--- src/rtl/instr_encoder_loader.sv ---
// -----------------------------------------------------------------------------
// instr_encoder_loader
//
// Boot/test-path program loader. Takes field-level instruction requests over a
// valid/ready handshake, encodes them into 32-bit MIPS words (R-type, ADDI, LUI,
// ORI) and writes them sequentially into instruction memory starting at
// BASE_ADDR. This is the writer-side mirror of the control unit's opcode
// decoder.
//
// Optional feature (macro ENCODER_READBACK_EN): every written word is read back
// through a 1-cycle synchronous read port and compared against the encoded
// word. A mismatch sets the sticky mismatch_o flag. Without the macro the
// readback ports and states do not exist.
//
// Ports:
//   clk          in   single clock, all state updates on the rising edge
//   reset        in   synchronous, active-high reset
//   req_valid_i  in   request present
//   req_ready_o  out  loader can accept a request this cycle
//   req_kind_i   in   0 R-type, 1 ADDI, 2 LUI, 3 ORI, 4..7 illegal
//   rs_i         in   rs field
//   rt_i         in   rt field (R-type source, I-type destination)
//   rd_i         in   rd field (R-type only)
//   shamt_i      in   shift amount (R-type only)
//   funct_i      in   function code (R-type only)
//   imm_i        in   16-bit immediate (I-type only)
//   rewind_i     in   return write index to 0 and clear full_o
//   mem_re_o     out  readback strobe            (ENCODER_READBACK_EN only)
//   mem_rdata_i  in   readback data, 1-cycle lat (ENCODER_READBACK_EN only)
//   mismatch_o   out  sticky readback mismatch   (ENCODER_READBACK_EN only)
//   mem_we_o     out  write strobe, one cycle per word
//   mem_addr_o   out  byte address BASE_ADDR + 4*index
//   mem_wdata_o  out  last encoded instruction word
//   count_o      out  words written since reset or rewind
//   full_o       out  count_o == DEPTH
//   err_o        out  sticky: an illegal req_kind_i was accepted
// -----------------------------------------------------------------------------
module instr_encoder_loader #(
  parameter int unsigned DEPTH     = 64,
  parameter int unsigned IDX_WIDTH = 6,
  parameter logic [31:0] BASE_ADDR = 32'h0040_0000
) (
  input  logic                 clk,
  input  logic                 reset,
  input  logic                 req_valid_i,
  output logic                 req_ready_o,
  input  logic [2:0]           req_kind_i,
  input  logic [4:0]           rs_i,
  input  logic [4:0]           rt_i,
  input  logic [4:0]           rd_i,
  input  logic [4:0]           shamt_i,
  input  logic [5:0]           funct_i,
  input  logic [15:0]          imm_i,
  input  logic                 rewind_i,
`ifdef ENCODER_READBACK_EN
  output logic                 mem_re_o,
  input  logic [31:0]          mem_rdata_i,
  output logic                 mismatch_o,
`endif
  output logic                 mem_we_o,
  output logic [31:0]          mem_addr_o,
  output logic [31:0]          mem_wdata_o,
  output logic [IDX_WIDTH:0]   count_o,
  output logic                 full_o,
  output logic                 err_o
);

  localparam int unsigned CntW = IDX_WIDTH + 1;

  localparam logic [2:0] KindR    = 3'd0;
  localparam logic [2:0] KindAddi = 3'd1;
  localparam logic [2:0] KindLui  = 3'd2;
  localparam logic [2:0] KindOri  = 3'd3;

  localparam logic [5:0] OpR    = 6'h00;
  localparam logic [5:0] OpAddi = 6'h08;
  localparam logic [5:0] OpLui  = 6'h0f;
  localparam logic [5:0] OpOri  = 6'h0d;

`ifdef ENCODER_READBACK_EN
  typedef enum logic [1:0] {StIdle, StWrite, StVerify, StCompare} state_e;
`else
  typedef enum logic {StIdle, StWrite} state_e;
`endif

  state_e           state_q, state_d;
  logic [CntW-1:0]  count_q, count_d;
  logic [31:0]      word_q, word_d;
  logic             err_q, err_d;
  logic             full;
  logic             kind_legal;
  logic [31:0]      enc_word;

`ifdef ENCODER_READBACK_EN
  logic             mismatch_q, mismatch_d;
  // A rewind seen while a word is still being verified is held until COMPARE
  // retires, so the index is forced to 0 instead of incrementing.
  logic             rewind_pend_q, rewind_pend_d;
`endif

  assign full       = (count_q == CntW'(DEPTH));
  assign kind_legal = ~req_kind_i[2];

  // Field packing per instruction class. Illegal kinds leave the stored word
  // untouched, so mem_wdata_o keeps showing the last legal encoding.
  always_comb begin
    enc_word = word_q;
    case (req_kind_i)
      KindR:    enc_word = {OpR, rs_i, rt_i, rd_i, shamt_i, funct_i};
      KindAddi: enc_word = {OpAddi, rs_i, rt_i, imm_i};
      KindLui:  enc_word = {OpLui, 5'b0, rt_i, imm_i};
      KindOri:  enc_word = {OpOri, rs_i, rt_i, imm_i};
      default:  enc_word = word_q;
    endcase
  end

  always_comb begin
    state_d       = state_q;
    count_d       = count_q;
    word_d        = word_q;
    err_d         = err_q;
    req_ready_o   = 1'b0;
    mem_we_o      = 1'b0;
`ifdef ENCODER_READBACK_EN
    mismatch_d    = mismatch_q;
    rewind_pend_d = rewind_pend_q;
    mem_re_o      = 1'b0;
`endif

    unique case (state_q)
      StIdle: begin
        // Rewind wins over a simultaneous request by dropping ready.
        req_ready_o = ~full & ~rewind_i;
        if (rewind_i) begin
          count_d = '0;
        end else if (req_valid_i && req_ready_o) begin
          if (kind_legal) begin
            word_d  = enc_word;
            state_d = StWrite;
          end else begin
            err_d = 1'b1;
          end
        end
      end

      StWrite: begin
        mem_we_o = 1'b1;
`ifdef ENCODER_READBACK_EN
        rewind_pend_d = rewind_i;
        state_d       = StVerify;
`else
        count_d = rewind_i ? '0 : count_q + CntW'(1);
        state_d = StIdle;
`endif
      end

`ifdef ENCODER_READBACK_EN
      StVerify: begin
        mem_re_o      = 1'b1;
        rewind_pend_d = rewind_pend_q | rewind_i;
        state_d       = StCompare;
      end

      StCompare: begin
        if (mem_rdata_i != word_q) begin
          mismatch_d = 1'b1;
        end
        count_d       = (rewind_pend_q | rewind_i) ? '0 : count_q + CntW'(1);
        rewind_pend_d = 1'b0;
        state_d       = StIdle;
      end
`endif

      default: state_d = StIdle;
    endcase
  end

  always_ff @(posedge clk) begin
    if (reset) begin
      state_q       <= StIdle;
      count_q       <= '0;
      word_q        <= '0;
      err_q         <= 1'b0;
`ifdef ENCODER_READBACK_EN
      mismatch_q    <= 1'b0;
      rewind_pend_q <= 1'b0;
`endif
    end else begin
      state_q       <= state_d;
      count_q       <= count_d;
      word_q        <= word_d;
      err_q         <= err_d;
`ifdef ENCODER_READBACK_EN
      mismatch_q    <= mismatch_d;
      rewind_pend_q <= rewind_pend_d;
`endif
    end
  end

  assign mem_addr_o  = BASE_ADDR + {{(32 - CntW - 2){1'b0}}, count_q, 2'b00};
  assign mem_wdata_o = word_q;
  assign count_o     = count_q;
  assign full_o      = full;
  assign err_o       = err_q;
`ifdef ENCODER_READBACK_EN
  assign mismatch_o  = mismatch_q;
`endif

endmodule
--- config.mk ---
export PLATFORM = sky130hd
export DESIGN_NAME = instr_encoder_loader
export DESIGN_NICKNAME = d
export VERILOG_FILES = /design/src/rtl/instr_encoder_loader.sv
export SDC_FILE = /design/constraint.sdc
export NUM_CORES = 1
export LEC_CHECK = 0
export BUFFER_PORTS_ARGS = -buffer_cell sky130_fd_sc_hd__buf_2
export CELL_PAD_IN_SITES_DETAIL_PLACEMENT = 0
export CELL_PAD_IN_SITES_GLOBAL_PLACEMENT = 1
export CORE_ASPECT_RATIO = 0.75
export CORE_MARGIN = 2
export CORE_UTILIZATION = 30
export DETAILED_ROUTE_END_ITERATION = 10
export PLACE_DENSITY_LB_ADDON = 0.08
export SYNTH_ARGS = -nofsm -noshare
export SYNTH_HDL_FRONTEND = slang
export SYNTH_SLANG_ARGS = --single-unit
--- constraint.sdc ---
create_clock -name clk -period 2 [get_ports clk]
set_clock_uncertainty 0.1 [all_clocks]
set_input_delay 0.2 -clock clk [delete_from_list [all_inputs] [get_ports clk]]
set_output_delay 0.2 -clock clk [all_outputs]
set_load 0.01 [all_outputs]
==> metrics, run 1 <==
crit-path max FO=6; Data arrival, critical path=1.57 ns; Worst Setup SP=count_o[3]$_SDFFE_PP0P_; critical path class=register to output port; dominant synthesized flop cell=dfxtp_1; Antenna Diode Count=0; cell count after synthesis=around 210; CTS sink count=38; top post-synthesis cells by area=dfxtp_1, buf_4, mux2i_1; Setup Fix Bufs, Post-CTS=0; YS warnings=0; Overall Power=between 1.5 and 2 mW; core area=0.00635 mm^2; wirelength, routed=~4.6 mm; unique cell type count in the Yosys netlist=30; worst hold path type=primary input to register; root buf cell=clkbuf_8; vias per cell=4.22; ANT nets after route=0; Final period util=93.7%; Seq cells post-synth=38; Worst Setup End Kind=output port; CTS tree=built; fin util=39.1%; max-slew violation count=0; clk buf depth=2; number of synthesized flops with an enable pin=0; Critical Path Start Type=register; Max Cap Viol=0; sequential share of the synthesized area=38.4%; first-pass GRT wire length=6.91 mm; Pleak=1.22 nW; initial drt markers=47; placement row count=25; DPL Wire Length=3.45 mm; commonest non-fill, non-tap cell in the layout=buf_2; DR WL/cell=12.1 um; syn_area_per_cell=9.63 um^2; top-area cell type share of the netlist area=38.4%; total I/O pin count=124; Detailed Routing Iterations Pass 1=4; Power Density=slightly above 600 mW/mm^2; Fin. Hold Viols=0; Yosys top cell by area=dfxtp_1; Initial Util=31.2%; Slowest-stage cell, CP=dfxtp_1; Clock transition at path regs=about 0.080 ns; fmax=0.534 GHz; Placer Congestion=0.678; max incr delay on CP=0.43 ns; H-tree levels=2; vias in the first global route=1428; die height=~74 um; number of nets in the layout=around 350; P&R area growth vs syn=25.2%; FF-to-FF Start=state_q$_SDFF_PP0_; CP cell instances=nor4_1 > buf_4 > a311oi_1 > buf_2; Req. time, crit path=around 1.7 ns; detailed-route via count=1595; most frequent cells in the layout=buf_2, dfxtp_1, nor2_1, conb_1, mux2i_1; port bufs=96; layout cells sized above 1=45.1%; total CTS buffers=5; DR DRC count=0; GRT Overall Usage=12.0%; largest net degree at the start of global routing=37; hold_sp=req_kind_i[2]; status=finished, final reports clean; grt total ovfl=0; Fin Setup TNS=0 ns; die area=0.00728 mm^2; Peak VDD IR=between 0.3 and 0.4 mV; initial antenna violation count=0; FFs w/ async S/R, synth=0%; Final setup viols=0; hold buffers post-CTS=0; PostCTS Resize Cnt=0; unrepaired setup endpoints after global routing=false; die width=approximately 98 um; Netlist Area Pre-Place=~0.002 mm^2; Min Clock Period, post-route=1.87 ns; Clock Latency Late Sink=approximately 0.28 ns
## Yosys cell counts (2+ instances only)
cell      count
dfxtp_1      38
buf_4        37
nor2_1       31
mux2i_1      23
a211oi_2     17
o21ai_0       8
nand2b_1      5
nand3_1       5
clkbuf_1      4
nand2_1       4
a21oi_1       3
buf_2         3
buf_6         3
xor2_1        3
conb_1        2
ha_1          2
inv_1         2
nand4_1       2
or2_2         2
or3_1         2
## path summary, 6_finish.rpt
| kind | to | slack, ns | cells after the start |
|---|---|---|---|
| setup / recovery | req_ready_o | 0.13 | 4 |
| hold / removal | state_q$_SDFF_PP0_ | 0.03 | 2 |
| setup reg to reg | mem_wdata_o[17]$_SDFFE_PP0P_ | 0.21 | 5 |
| hold reg to reg | mem_wdata_o[25]$_SDFFE_PP0P_ | 0.37 | 2 |
## cell families after synthesis
logic type	after synthesis	share of synthesized area, %
and+or+nand+nor	57	13.7
buffers and inverters	49	17.6
adders and majority gates	2	1.26
DFF	38	38.4
xor gates and xnor gates	4	1.77
muxes	23	11.6
other	2	0.379
AOI/OAI and AO/OA	31	15.3
## sequential cells by signal, summed over array words and instances, names as in the netlist
signal	cells
state_q	1
count_o	7
mem_wdata_o	29
err_o	1
## per-layer routing
metal	vias to the layer above	part of all wire (%)	track usage, %
met1	706	49	16.5
met3	2	6.9	3.95
li1	822	-	-
met2	65	43	17.9
met5	-	0	0
met4	0	0.68	4.17
## area by class of cell
cell class	count	area, um^2
tap	81	101
timing repair buffer	106	568
sequential	38	761
multi-input combinational	144	967
inverter	2	7.51
fill	683	3870
clock inverter	2	10.0
clock buffer	5	68.8
## through the flow
step / setup WS [ns] / area, um^2 / cells / hold WS, ns
2_1_floorplan: 0.157 / 2080 / 231 / 0.177
3_3_place_gp: 0.165 / 2400 / 371 / 0.326
3_5_place_dp: 0.123 / 2400 / 371 / 0.327
4_1_cts: 0.0986 / 2480 / 378 / 0.00995
5_1_grt: 0.0307 / 2480 / 378 / 0.0297
6_report: 0.126 / 2480 / 378 / 0.0273
## worst max-delay path, delay by kind of cell (launching register included)
family / cells / cell delay, ns
compound gates: 1 / 0.41
flops: 1 / 0.43
simple gates: 1 / 0.09
buf+inv: 2 / 0.36
## report_power, final
part	leakage (nW)	total (mW)	internal (mW)	switching, mW
clock	0.0438	0.495	0.234	0.260
combinational	0.864	0.259	0.112	0.147
sequential	0.309	0.796	0.784	0.0127
(Power assumes the default switching activity.)
==> run 2, diff against run 1 <==
--- a/config.mk
+++ b/config.mk
@@ -9,5 +9,5 @@
 export CELL_PAD_IN_SITES_DETAIL_PLACEMENT = 0
 export CELL_PAD_IN_SITES_GLOBAL_PLACEMENT = 1
-export CORE_ASPECT_RATIO = 0.75
+export CORE_ASPECT_RATIO = 1.2
 export CORE_MARGIN = 2
 export CORE_UTILIZATION = 30
==> constraint.sdc (replaced) <==
create_clock -name clk -period 2 [get_ports clk]
set_clock_uncertainty 0.1 [all_clocks]
set_input_delay 0.2 -clock clk [delete_from_list [all_inputs] [get_ports clk]]
set_output_delay 0.2 -clock clk [all_outputs]
set_load 0.1 [all_outputs]
==> run 2 against run 1 <==
Setup slack gained 0.012 ns; sequential power is 0.9% lower; final area is 2.7% higher; critical path depth unchanged; largest cell class unchanged; highest routed layer unchanged.
==> metrics, run 2 (synthesis results as in run 1) <==
ANT nets after route=0; Peak VDD IR=~0.32 mV; placed insts=369; worst hold path type=primary input to register; max_slew headroom=66.2%; Critical Path Start Type=register; DR DRC count=0; initial drt markers=38; Least-Margin Pin Slew=0.507 ns; Detailed Routing Iterations Pass 1=4; layout cells sized above 1=48.6%; core area=0.00641 mm^2; PostCTS Resize Cnt=0; Antenna Diode Count=0; max incr delay on CP=0.37 ns; fin util=39.8%; Fin. Hold Viols=0; Final period util=93.1%; Fin Hold WS=approximately 0.024 ns; CTS sink count=38; port bufs=96; P&R area growth vs syn=28.6%; CP cell instances=nor4_2 > buf_4 > and3_2 > buf_12; hold buffers post-CTS=0; Setup Fix Bufs, Post-CTS=0; max-slew violation count=0; wirelength, routed=4.42 mm; unrepaired setup endpoints after global routing=false; Power Density=779 mW/mm^2; Placer Congestion=between 0.6 and 0.7; most frequent cells in the layout=buf_2, nor2_1, dfxtp_1, conb_1, mux2i_1; root buf cell=clkbuf_8; DP Worst Slack=0.164 ns; Pleak=1.21 nW; GRT Overall Usage=12.2%; Initial Util=31.0%; die width=78.2 um; Overall Power=slightly below 2 mW; Clock transition at path regs=~0.070 ns; clk buf depth=2; largest net degree at the start of global routing=40; DR WL/cell=11.7 um; crit-path max FO=6; grt total ovfl=0; detailed-route via count=1565; Final setup viols=0; Slowest-stage cell, CP=dfxtp_4; critical path class=register to output port; total I/O pin count=124; Largest register FFs=29; CTS tree=built; H-tree levels=2; number of nets in the layout=around 340; Data arrival, critical path=1.56 ns; Max Cap Viol=0; fmax=about 0.54 GHz; Finished Layout Cells=~380; DPL Wire Length=3.36 mm; initial antenna violation count=0; Clock Latency Late Sink=0.29 ns; buffers and inverters on the worst path=2; vias per cell=4.15; worst reg2reg setup slack=~0.17 ns; first-pass GRT wire length=6.91 mm; critical path's top delay family=simple AND/OR/NAND/NOR gates; placement row count=32; vias in the first global route=1425; die height=93.1 um; Min Clock Period, post-route=about 1.9 ns; die area=0.00728 mm^2; status=finished, final reports clean; Worst Setup End Kind=output port; total CTS buffers=5; commonest non-fill, non-tap cell in the layout=buf_2; Req. time, crit path=1.70 ns; worst setup margin=0.138 ns
run 2: layer usage:
layer | track usage, % | wire length [um]
met5 | 0 | 0
met4 | 5.26 | 65
met2 | 19.8 | 2010
met3 | 4.44 | 419
met1 | 14.5 | 1920
run 2: worst paths after layout:
path | start | to | cells past startpoint
worst max-delay path | count_o[2]$_SDFFE_PP0P_ | full_o | 4
worst min-delay path | rs_i[1] | mem_wdata_o[22]$_SDFFE_PP0P_ | 3
worst max register to register | state_q$_SDFF_PP0_ | mem_wdata_o[17]$_SDFFE_PP0P_ | 5
worst min register to register | mem_wdata_o[23]$_SDFFE_PP0P_ | mem_wdata_o[23]$_SDFFE_PP0P_ | 2
run 2: cell type report:
type	instances	area, um^2
Clock buffer	7	86.3
Fill cell	691	3850
Clock inverter	1	5.00
Tap cell	85	106
Sequential cell	38	788
Timing Repair Buffer	100	553
Inverter	2	7.51
Multi-Input combinational cell	144	1000
run 2: where the power goes:
group          internal [mW]  total [mW]  switching, mW
combinational          0.115       0.657          0.543
sequential             0.775       0.789         0.0140
clock                  0.278       0.541          0.263
run 2: worst reg2reg max path, delay by kind of cell (launching register included):
| kind | cells | cell delay, ns |
|---|---|---|
| AND/OR/NAND/NOR | 2 | 0.56 |
| buffers and inverters | 1 | 0.25 |
| multiplexers | 1 | 0.23 |
| flip-flops | 1 | 0.39 |
| AO/OA/AOI/OAI | 1 | 0.20 |
run 2: stage by stage:
step | setup TNS, ns | instance area [um^2]
floorplan | -0.718 | 2150
global placement | 0 | 2460
detailed placement | 0 | 2460
CTS | 0 | 2550
global route | 0 | 2550
finish | 0 | 2550
